<file path="src/rtl/alu_pkg.sv">
// Shared definitions for the ALU driver: default data width, ALU opcodes
// and the command sequencing states.
package alu_pkg;

  localparam int W_DEFAULT = 4;

  localparam logic [2:0] OP_ADD  = 3'd0;
  localparam logic [2:0] OP_SUB  = 3'd1;
  localparam logic [2:0] OP_AND  = 3'd2;
  localparam logic [2:0] OP_OR   = 3'd3;
  localparam logic [2:0] OP_XOR  = 3'd4;
  localparam logic [2:0] OP_XNOR = 3'd5;
  localparam logic [2:0] OP_SHL  = 3'd6;
  localparam logic [2:0] OP_SHR  = 3'd7;

  // A command is accepted in IDLE, drives the ALU for one cycle in ISSUE,
  // and its result is sampled into the response queue in CAPTURE.
  typedef enum logic [1:0] {
    ST_IDLE    = 2'd0,
    ST_ISSUE   = 2'd1,
    ST_CAPTURE = 2'd2
  } state_e;

endpackage

</file>
<file path="src/rtl/rsp_fifo.sv">
// Response queue: circular buffer of DEPTH entries with a combinational
// head. Also exposes the occupancy it will have after this clock edge so
// the driver can decide whether to offer another command.
module rsp_fifo
  import alu_pkg::*;
#(
  parameter int DEPTH = 4,
  parameter int WIDTH = W_DEFAULT + 2,
  localparam int PW = $clog2(DEPTH),
  localparam int CW = $clog2(DEPTH) + 1
) (
  input  logic             clk,
  input  logic             rst,
  input  logic             push,
  input  logic [WIDTH-1:0] push_data,
  input  logic             pop,
  output logic             valid,
  output logic [WIDTH-1:0] head_data,
  output logic [CW-1:0]    count_next
);

  localparam logic [CW-1:0] FULL_COUNT = CW'(DEPTH);

  logic [WIDTH-1:0] mem_q [DEPTH];
  logic [WIDTH-1:0] mem_d [DEPTH];
  logic [PW-1:0]    wr_ptr_q, wr_ptr_d;
  logic [PW-1:0]    rd_ptr_q, rd_ptr_d;
  logic [CW-1:0]    count_q, count_d;
  logic             do_pop;

  // Pointer, storage and occupancy update; pointers wrap naturally since DEPTH is a power of two.
  always_comb begin
    mem_d    = mem_q;
    wr_ptr_d = wr_ptr_q;
    rd_ptr_d = rd_ptr_q;
    count_d  = count_q;
    do_pop   = pop && (count_q != '0);
    if (push) begin
      mem_d[wr_ptr_q] = push_data;
      wr_ptr_d        = wr_ptr_q + PW'(1);
    end
    if (do_pop) begin
      rd_ptr_d = rd_ptr_q + PW'(1);
    end
    case ({push, do_pop})
      2'b10:   count_d = count_q + CW'(1);
      2'b01:   count_d = count_q - CW'(1);
      default: count_d = count_q;
    endcase
  end

  // State registers; storage is cleared so the head never shows unknowns.
  always_ff @(posedge clk or posedge rst) begin
    if (rst) begin
      for (int i = 0; i < DEPTH; i++) begin
        mem_q[i] <= '0;
      end
      wr_ptr_q <= '0;
      rd_ptr_q <= '0;
      count_q  <= '0;
    end else begin
      mem_q    <= mem_d;
      wr_ptr_q <= wr_ptr_d;
      rd_ptr_q <= rd_ptr_d;
      count_q  <= count_d;
    end
  end

  assign valid      = (count_q != '0);
  assign head_data  = mem_q[rd_ptr_q];
  assign count_next = count_d;

  // The driver only accepts commands while there is room, so a push into a full queue is a design bug.
  push_not_full: assert property (@(posedge clk) disable iff (rst) push |-> (count_q < FULL_COUNT));

endmodule

</file>
<file path="src/rtl/alu_driver.sv">
// ALU driver: accepts one command at a time, registers the operands toward
// an external combinational ALU, captures its result two cycles later and
// queues {zero, carry, result} for a downstream consumer.
module alu_driver
  import alu_pkg::*;
#(
  parameter int DEPTH = 4,
  parameter int W     = W_DEFAULT
) (
  input  logic         clk,
  input  logic         rst,
  input  logic         cmd_valid,
  output logic         cmd_ready,
  input  logic [W-1:0] cmd_a,
  input  logic [W-1:0] cmd_b,
  input  logic [2:0]   cmd_op,
  input  logic         cmd_chain,
  output logic [W-1:0] alu_a,
  output logic [W-1:0] alu_b,
  output logic [2:0]   alu_op,
  input  logic [W-1:0] alu_result,
  input  logic         alu_carry,
  input  logic         alu_zero,
  output logic         rsp_valid,
  input  logic         rsp_ready,
  output logic [W+1:0] rsp_data,
  output logic [7:0]   op_count
);

  localparam int CW = $clog2(DEPTH) + 1;
  localparam logic [CW-1:0] FULL_COUNT = CW'(DEPTH);

  state_e       state_q, state_d;
  logic [W-1:0] alu_a_q, alu_a_d;
  logic [W-1:0] alu_b_q, alu_b_d;
  logic [2:0]   alu_op_q, alu_op_d;
  logic [W-1:0] last_result_q, last_result_d;
  logic [7:0]   op_count_q, op_count_d;
  logic         cmd_ready_q, cmd_ready_d;
  logic         push;
  logic [CW-1:0] fifo_count_next;

  // Sequencing: accept in IDLE, hold operands through ISSUE, capture the ALU output in CAPTURE.
  always_comb begin
    state_d       = state_q;
    alu_a_d       = alu_a_q;
    alu_b_d       = alu_b_q;
    alu_op_d      = alu_op_q;
    last_result_d = last_result_q;
    op_count_d    = op_count_q;
    push          = 1'b0;
    case (state_q)
      ST_IDLE: begin
        if (cmd_valid && cmd_ready_q) begin
          alu_a_d  = cmd_chain ? last_result_q : cmd_a;
          alu_b_d  = cmd_b;
          alu_op_d = cmd_op;
          state_d  = ST_ISSUE;
        end
      end
      ST_ISSUE: begin
        state_d = ST_CAPTURE;
      end
      ST_CAPTURE: begin
        push          = 1'b1;
        last_result_d = alu_result;
        op_count_d    = op_count_q + 8'd1;
        state_d       = ST_IDLE;
      end
      default: begin
        state_d = ST_IDLE;
      end
    endcase
    cmd_ready_d = (state_d == ST_IDLE) && (fifo_count_next < FULL_COUNT);
  end

  // Registered state; ready is a flop so it stays low through reset and rises on the first edge after.
  always_ff @(posedge clk or posedge rst) begin
    if (rst) begin
      state_q       <= ST_IDLE;
      alu_a_q       <= '0;
      alu_b_q       <= '0;
      alu_op_q      <= '0;
      last_result_q <= '0;
      op_count_q    <= '0;
      cmd_ready_q   <= 1'b0;
    end else begin
      state_q       <= state_d;
      alu_a_q       <= alu_a_d;
      alu_b_q       <= alu_b_d;
      alu_op_q      <= alu_op_d;
      last_result_q <= last_result_d;
      op_count_q    <= op_count_d;
      cmd_ready_q   <= cmd_ready_d;
    end
  end

  rsp_fifo #(
    .DEPTH (DEPTH),
    .WIDTH (W + 2)
  ) u_fifo (
    .clk        (clk),
    .rst        (rst),
    .push       (push),
    .push_data  ({alu_zero, alu_carry, alu_result}),
    .pop        (rsp_ready),
    .valid      (rsp_valid),
    .head_data  (rsp_data),
    .count_next (fifo_count_next)
  );

  assign cmd_ready = cmd_ready_q;
  assign alu_a     = alu_a_q;
  assign alu_b     = alu_b_q;
  assign alu_op    = alu_op_q;
  assign op_count  = op_count_q;

endmodule

</file>
<file path="config.mk">
export PLATFORM = sky130hd
export DESIGN_NAME = alu_driver
export DESIGN_NICKNAME = d
export VERILOG_FILES = /design/src/rtl/alu_pkg.sv /design/src/rtl/rsp_fifo.sv /design/src/rtl/alu_driver.sv
export SDC_FILE = /design/constraint.sdc
export NUM_CORES = 1
export LEC_CHECK = 0
export CAP_MARGIN = 5
export CORE_UTILIZATION = 51
export CTS_CLUSTER_DIAMETER = 50
export CTS_CLUSTER_SIZE = 8
export DETAILED_ROUTE_END_ITERATION = 6
export PLACE_DENSITY = 0.79
export SLEW_MARGIN = 20
export SYNTH_ARGS = -nofsm -noshare
export SYNTH_HDL_FRONTEND = slang
export SYNTH_HIERARCHICAL = 1
export SYNTH_SLANG_ARGS = --single-unit
</file>
<file path="constraint.sdc">
create_clock -name clk -period 2.9 [get_ports clk]
set_clock_uncertainty 0.05 [all_clocks]
set_input_delay 0.58 -clock clk [delete_from_list [all_inputs] [get_ports clk]]
set_output_delay 0.58 -clock clk [all_outputs]
set_load 0.05 [all_outputs]
</file>
==> key figures <==
Power
  – Pwr Density: 1310 nW/um^2
  – Power consumption: 4.24 mW
  – Leak: 1.40 nW
  – Sequential power share: 0.342
  – Pint: 2.51 mW
  – Net Sw Frac: 0.410
  – Maximum vdd drop: 873 uV
  – Gate power share: 0.488
  – Sw power: 1.74 mW
  – Clk pwr share: 0.171

STA
  – Fin crit period: 2.74 ns
  – Worst Tran Pin Value: 0.622 ns
  – Max Freq: 0.365 GHz
  – PnR worst setup slack: 0.159 ns
  – Fin crit share: 0.945
  – Slew Limit Fails: 0
  – Normalized max-slew margin: 0.585
  – RSZ-0062 raised after global routing: no
  – Final Hold Fails: 0
  – Setup TNS: 0 ns
  – Setup Viol. Count Final: 0
  – Hold_ws: 0.425 ns

Placed design
  – Count of input and output buffers: 48
  – Post-DP HPWL: 3.57 mm
  – Placed Instance Area: 3060 sq um
  – Worst slack at placement: 0.250 ns
  – Final GP Congestion: 0.807
  – Placed cell count: 282

Floorplanning
  – Die Span Y: 72.0 microns
  – Row Count: 25
  – Core area: 4720 sq um
  – Top Ports: 49
  – Total die area: 5190 sq um
  – Die X: 72.0 microns
  – Initial Utilization: 0.529

Worst setup path
  – Worst Setup Start Kind: flip-flop
  – CP Class: flip-flop to primary output
  – CP startpoint: u_fifo/rd_ptr_q[0]
  – CP Cell Sequence: mux4_2 > clkdlybuf4s50_1
  – CP max-delay cell: clkdlybuf4s50_1
  – Critical Path AT: 2.11 ns
  – Critical path capture point type: primary output
  – Worst R2R End: cmd_ready
  – Worst Path Max Fanout: 8
  – Worst endpoint required time: 2.27 ns
  – Worst reg2reg setup slack: 0.87 ns
  – R2r worst-path depth: 9
  – RR Startpoint: state_q[1]
  – Max incr delay on CP: 0.72 ns

Synthesis
  – Synth top area share: 0.571
  – Area leader, netlist: dfrtp_1
  – Post-Syn Nets: 198
  – Top cells by area, synth: dfrtp_1, mux2_2, mux4_2, ha_1, xnor2_1
  – Mean Syn Cell Area: 14.8 sq um
  – Seq/Total Area, Yosys: 0.571
  – Post-Syn Instances: 169
  – Synth Register Bits: 57
  – Synthesized area: 2500 sq um
  – Synth warn: 6
  – Synth cell types: 28

Detailed routing
  – Residual DRC count: 0
  – DRT iter0 DRCs: 50
  – Pre-antenna DRT Iters: 4
  – Antenna-violating nets left: 0
  – Drt total wl: 4.80 mm
  – DR vias: 1,546
  – Wire per inst: 16.2 microns
  – Vias per cell: 5.21

Global route
  – Total GRT Usage: 0.203
  – Largest net degree at the start of global routing: 32
  – GRT overflow: 0
  – Global-route wire length before repair: 7.66 mm
  – Number of global-route vias before repair: 1,622
  – Initial antenna violation count: 0

Finish
  – Design Area, Final: 3250 sq um
  – Fraction of layout cells with a size suffix above 1: 0.291
  – Layout net count: 255
  – Util after Layout: 0.688
  – Layout Cells excl Fill: 297
  – Most frequent cells in the layout: dfrtp_1, clkdlybuf4s50_1, mux2_2
  – Diode count: 0
  – Synthesis-to-finish area growth: 30.1%
  – Commonest non-fill, non-tap cell in the layout: dfrtp_1

Clock tree
  – CTS H-Tree Depth: 3
  – Num CTS Buffers: 9
  – CTS tree: yes
  – Setup bufs post-CTS: 0
  – CTS max path bufs: 2
  – Worst skew pair latency: 0.33 ns
  – CTS Root Cell: clkbuf_8
  – CTS clk-pin slew, worst paths: 0.06 ns
  – Clock sink count: 57

Min path
  – Hold Startpoint: op_count[7]
  – Hold Path End: op_count[7]
  – Worst hold path type: flip-flop to flip-flop
  – Worst hold stages: 1

Flow run
  – Max Cap Violations: 0

Outcome
  – Status: finished clean
final cells by class:
type / instances / area (sq um)
well taps: 67 / 83.8
clock buffers: 12 / 155
clock inverters: 3 / 40.0
inverters: 8 / 30.0
flip-flops and latches: 57 / 1430
multi-input cells: 97 / 997
fillers: 322 / 1470
repair buffers: 53 / 518
kinds of logic (layout without fill, tap and decap cells):
family | after synthesis | after routing | share of synthesized area
DFF | 57 | 57 | 0.571
muxes | 47 | 47 | 0.236
and+or+nand+nor | 24 | 24 | 0.0536
buffers and inverters | 15 | 76 | 0.0365
xor gates and xnor gates | 13 | 13 | 0.0455
adders and majority gates | 7 | 7 | 0.0380
AOI/OAI and AO/OA | 6 | 6 | 0.0195
power by group through the flow:
stage               clock network (mW)  logic (mW)  registers [mW]
floorplan                            0        1.17            1.75
global placement                     0        2.02            1.43
detailed placement                   0        2.07            1.47
CTS                              0.740        2.09            1.46
global route                     0.776        2.18            1.50
finish                           0.725        2.07            1.45
flip-flops by register name, summed over array words and instances (netlist names):
name             count
alu_a                4
alu_b                4
alu_op               3
cmd_ready            1
last_result_q        4
op_count             8
state_q              2
u_fifo/count_q       3
u_fifo/mem_q        24
u_fifo/rd_ptr_q      2
u_fifo/wr_ptr_q      2
worst max path at each step:
stage,to,slack (ns),depth (start not counted)
finish,rsp_data[2],0.16,2
global route,rsp_data[2],0.09,2
CTS,rsp_data[2],0.13,2
detailed placement,cmd_ready,0.25,9
global placement,cmd_ready,0.37,9
floorplan,cmd_ready,0.80,11
timing repair:
action | CTS | global route
endpoints found under the setup margin | 1 | 0
hold buffers | 0 | 0
resized for setup | 1 | 0
cells in the mapped netlist:
library cell / count
buf_6: 2
o31a_1: 1
mux2_1: 4
and3_1: 1
mux4_2: 6
buf_1: 1
inv_1: 8
ha_1: 6
nor2b_1: 2
or3_1: 1
and4b_1: 1
nor4bb_1: 1
xnor2_1: 8
fa_1: 1
buf_4: 2
mux2_2: 32
buf_2: 1
nor2_2: 4
nor3_1: 1
nand4_1: 4
nor2_1: 1
mux2i_1: 5
o21ai_0: 1
nand2_1: 8
buf_8: 1
dfrtp_1: 57
xor2_1: 5
a21oi_2: 4
routing by layer:
metal | vias to the layer above | wire (microns) | track usage
met5 | - | 0 | 0
met4 | 0 | 111 | 0.105
met3 | 11 | 225 | 0.0486
met2 | 51 | 2470 | 0.352
met1 | 784 | 1990 | 0.236
li1 | 700 | - | -
worst max-delay path: cells and delay by family (launching register included):
family   cells  cell delay [ns]
flops        1             0.51
buf+inv      1             0.72
mux          1             0.55
No activity file was read; power rests on OpenSTA's default activity.
==> RTL edit 1: new RTL, same settings <==
The 3 states of `state_e` get a one-hot encoding in 3 bits.
--- a/src/rtl/alu_pkg.sv
+++ b/src/rtl/alu_pkg.sv
@@ -15,10 +15,10 @@
 
   // A command is accepted in IDLE, drives the ALU for one cycle in ISSUE,
   // and its result is sampled into the response queue in CAPTURE.
-  typedef enum logic [1:0] {
-    ST_IDLE    = 2'd0,
-    ST_ISSUE   = 2'd1,
-    ST_CAPTURE = 2'd2
+  typedef enum logic [2:0] {
+    ST_IDLE    = 3'b001,
+    ST_ISSUE   = 3'b010,
+    ST_CAPTURE = 3'b100
   } state_e;
 
 endpackage
Check against the original RTL: same outputs for any inputs over 10 cycles, from zero or initial values and one cycle with rst high; not proved beyond that.
==> RTL edit 1 against the unedited design <==
Power is 26% lower; first-iteration DRC count rose by 8.0%; non-clock buffer count fell by 2; setup slack got worse by 9.6 ps; critical path type unchanged; routed wire length is 2.0% lower; sequential cell count rose by 1; hold slack got worse by 6.2 ps; highest routed layer unchanged; combinational power is 36% lower; largest power group unchanged; final area hardly changed; core utilization down 0.48 points; synthesized area up 1.8%.
==> RTL edit 1: results <==
grt:
  antenna_found_initial: 0
  grt_usage_pct: 20.5
  first_global_vias: 1623
  grt_pass1_wl_um: 7780
  grt_max_degree: 32
finish:
  num-nets-final: 254
  largest_reg_flops: 24
  largest-register: "u_fifo/mem_q"
  nFillCells: 343
  drive_gt1_share_pct: 31.7
  antenna_cells: 0
critical_path:
  r2r_cells: 9
  timing.rr.end: "cmd_ready$_DFF_PP0_"
  timing.rr.start: "state_q[0]$_DFF_PP1_"
  worstPathArrival_ps: 2120
  rrSetupSlack_ps: 850
  path_max_fanout: 7
yosys:
  synth_seq_area_share_pct: 57.1
  async_reset_ff_share_pct: 100
  synth_top_cells_by_count: "57 x dfrtp_1, 44 x mux2_2, 8 x inv_1, 8 x xnor2_1, 7 x nand2_1"
  ys_types: 27
  synth-main-ff-cell: "dfrtp_1"
  syn-num-nets: 197
  synth_area_leaders: "dfrtp_1 56%, mux2_2 19%, mux4_2 5.3%"
  yosys_warnings: 6
worst_hold_path:
  whs_path_depth: 1
  hp-start: "op_count[7]$_DFFE_PP0P_"
  min_path_type: "reg -> reg"
  min_to: "op_count[7]$_DFFE_PP0P_"
clocking:
  cts_buffers: 9
  cts_setup_buffers: 0
  ctsLongestPathBuffers: 2
  cts_root_buf: "clkbuf_8"
  cts_resized: 1
  cts.clk_slew.worst_paths_ps: 60
  insertion_delay_ps: 330
  htree_levels: 3
routing:
  dr_wl_met3_um: 203
  top_layer_used: "met4"
  dr_wl_met2_um: 2480
  drtIter0Drc: 54
  wl_met1_um: 1980
  first_pass_iters: 4
  avgRoutedWirePerCell_um: 15.8
  via_per_inst: 5.16
place:
  dp_hpwl_um: 3520
  io_buffers: 48
  post_dp_cell_area_um2: 3080
  place_congestion: 0.855
outcome:
  status: "completed"
timing:
  max_slew_margin_pct: 58.2
power_and_ir_drop:
  p_leak_nw: 1.41
  ir_drop_v: 0.000620
RTL edit 1: logic make-up after synthesis:
group           count (synthesis)  synth area share [%]
flops                          58                  57.1
mux                            51                  25.2
simple gates                   23                  5.36
xor+xnor                       13                  4.48
buf+inv                        13                  3.25
fa+ha+maj                       7                  3.74
compound gates                  3                 0.885
RTL edit 1: through the flow:
stage	hold slack, ps	setup WS [ps]	power, W	instances
4_1_cts	424	119	0.00320	297
2_1_floorplan	414	754	0.00220	168
3_5_place_dp	415	236	0.00256	281
3_3_place_gp	413	381	0.00249	281
5_1_grt	433	66.0	0.00332	297
6_report	419	150	0.00316	297
RTL edit 1: worst max-delay path, stage by stage (launching register included):
cell and delay, ps:
dfrtp_1 540, mux4_2 540, clkdlybuf4s50_1 710
RTL edit 1: layout make-up:
| type | count | area (µm²) | share of cell area (%) |
|---|---|---|---|
| flip-flops and latches | 58 | 1450 | 44.7 |
| repair buffers | 51 | 503 | 15.5 |
| inverters | 8 | 30.0 | 0.924 |
| multi-input cells | 97 | 1010 | 31.0 |
| clock buffers | 11 | 141 | 4.35 |
| clock inverters | 5 | 30.0 | 0.924 |
| well taps | 67 | 83.8 | 2.58 |
RTL edit 1: how the worst max path moves through the flow:
stage | startpoint | to | slack (ps) | cells after the start
3_3_place_gp | rsp_ready | cmd_ready$_DFF_PP0_ | 380 | 9
4_1_cts | u_fifo/rd_ptr_q[1]$_DFFE_PP0N_ | rsp_data[4] | 120 | 2
5_1_grt | u_fifo/rd_ptr_q[1]$_DFFE_PP0N_ | rsp_data[4] | 70 | 2
6_report | u_fifo/rd_ptr_q[1]$_DFFE_PP0N_ | rsp_data[4] | 150 | 2
2_1_floorplan | state_q[0]$_DFF_PP1_ | cmd_ready$_DFF_PP0_ | 750 | 11
3_5_place_dp | rsp_ready | cmd_ready$_DFF_PP0_ | 240 | 9
RTL edit 1: routing by layer:
| layer | vias up | GRT usage (%) |
|---|---|---|
| li1 | 703 | - |
| met1 | 791 | 24.3 |
| met2 | 34 | 34.4 |
| met3 | 4 | 7.73 |
| met4 | 0 | 7.19 |
| met5 | - | 0 |
RTL edit 1: where the power goes:
part	internal [W]	total, W	switching (W)
Clock	0.000328	0.000628	0.000300
Combinational	0.000568	0.00133	0.000757
Sequential	0.00103	0.00121	0.000180
==> RTL edit 2: new RTL, same flow settings <==
Without the edit above. `DEPTH` is set to 4 in 2 places; all go to 8.
--- a/src/rtl/rsp_fifo.sv
+++ b/src/rtl/rsp_fifo.sv
@@ -4,7 +4,7 @@
 module rsp_fifo
   import alu_pkg::*;
 #(
-  parameter int DEPTH = 4,
+  parameter int DEPTH = 8,
   parameter int WIDTH = W_DEFAULT + 2,
   localparam int PW = $clog2(DEPTH),
   localparam int CW = $clog2(DEPTH) + 1
--- a/src/rtl/alu_driver.sv
+++ b/src/rtl/alu_driver.sv
@@ -4,7 +4,7 @@
 module alu_driver
   import alu_pkg::*;
 #(
-  parameter int DEPTH = 4,
+  parameter int DEPTH = 8,
   parameter int W     = W_DEFAULT
 ) (
   input  logic         clk,
Behaviour: same outputs for any inputs over 10 cycles, from zero or initial values and one cycle with rst high; that may be too few to reach the edited logic, so the function may still have changed.
==> RTL edit 2 against the unedited design <==
Die area rose by 53%; final area rose by 43%; synthesized area rose by 54%; setup slack improved by 27 ps; power rose by 31%; routed wire length rose by 46%; sequential cell count rose by 27; non-clock buffer count rose by 2; synthesized cell count rose by 47%; cell count rose by 37%.
==> RTL edit 2: results <==
routing:
  vias: 2245
  wl_met1_um: 3120
  via_per_inst: 5.53
  drtIter0Drc: 70
  dr_wl_met2_um: 3490
  dr_wl_met3_um: 323
  routed_wl_um: 7020
yosys:
  ys_types: 36
  syn-num-nets: 276
  synth-xor-area-share_pct: 3.63
  synth_top_cells_by_count: "84 x dfrtp_1, 65 x mux2_2, 12 x mux4_1, 10 x xnor2_1"
  synth_mux_area_share_pct: 29.6
  synthAdderAreaFrac_pct: 1.95
  synth_area_leaders: "dfrtp_1 54%, mux2_2 19%, mux4_1 8.2%"
  synth_compound_area_share_pct: 1.49
  synthCells: 248
clocking:
  cts.clk_slew.worst_paths_ps: 80
  cts_resized: 0
place:
  place_inst: 391
  dp_hpwl_um: 4770
  pre_cts_slack_ps: 326
critical_path:
  startpoint: "u_fifo/count_q[1]$_DFF_PP0_"
  worstPathArrival_ps: 2080
  endpoint: "rsp_valid"
  path_max_fanout: 6
  rrSetupSlack_ps: 270
grt:
  grtUsageMet2_pct: 32.2
  grt_use_met1_pct: 25.5
  grt_max_degree: 28
finish:
  num-nets-final: 331
  drive_gt1_share_pct: 35.2
  largest_reg_flops: 48
floorplanning:
  die_area_um2: 7920
worst_hold_path:
  min_to: "op_count[7]$_DFFE_PP0P_"
timing:
  max_slew_margin_pct: 57.6
outcome:
  status: "completed"
[RTL edit 2: changes by cell type after synthesis, moves of 2 or more]
cell / delta
nand4b_1: +3
mux4_1: +12
buf_1: +2
xnor2_1: +2
inv_1: -4
mux4_2: -6
dfrtp_1: +27
buf_2: +4
nand2_1: -3
mux2_2: +33
[RTL edit 2: layout make-up]
class	instances	area, µm²
inverters	4	15.0
fillers	557	2640
repair buffers	55	531
multi-input cells	149	1690
flip-flops and latches	84	2100
clock inverters	4	50.0
clock buffers	11	141
well taps	99	124
[RTL edit 2: worst max-delay path: cells and delay by family, from the launching register on]
kind | cells | cell delay (ps)
buffers and inverters | 1 | 730
flip-flops | 1 | 450
AND/OR/NAND/NOR | 1 | 570
[RTL edit 2: where the power goes]
| part | leakage [nW] | internal [W] | switching (W) |
|---|---|---|---|
| sequential | 1.02 | 0.00171 | 0.000426 |
| combinational | 0.892 | 0.00125 | 0.00139 |
| clock | 0.0914 | 0.000416 | 0.000396 |
| total | 2.01 | 0.00337 | 0.00221 |
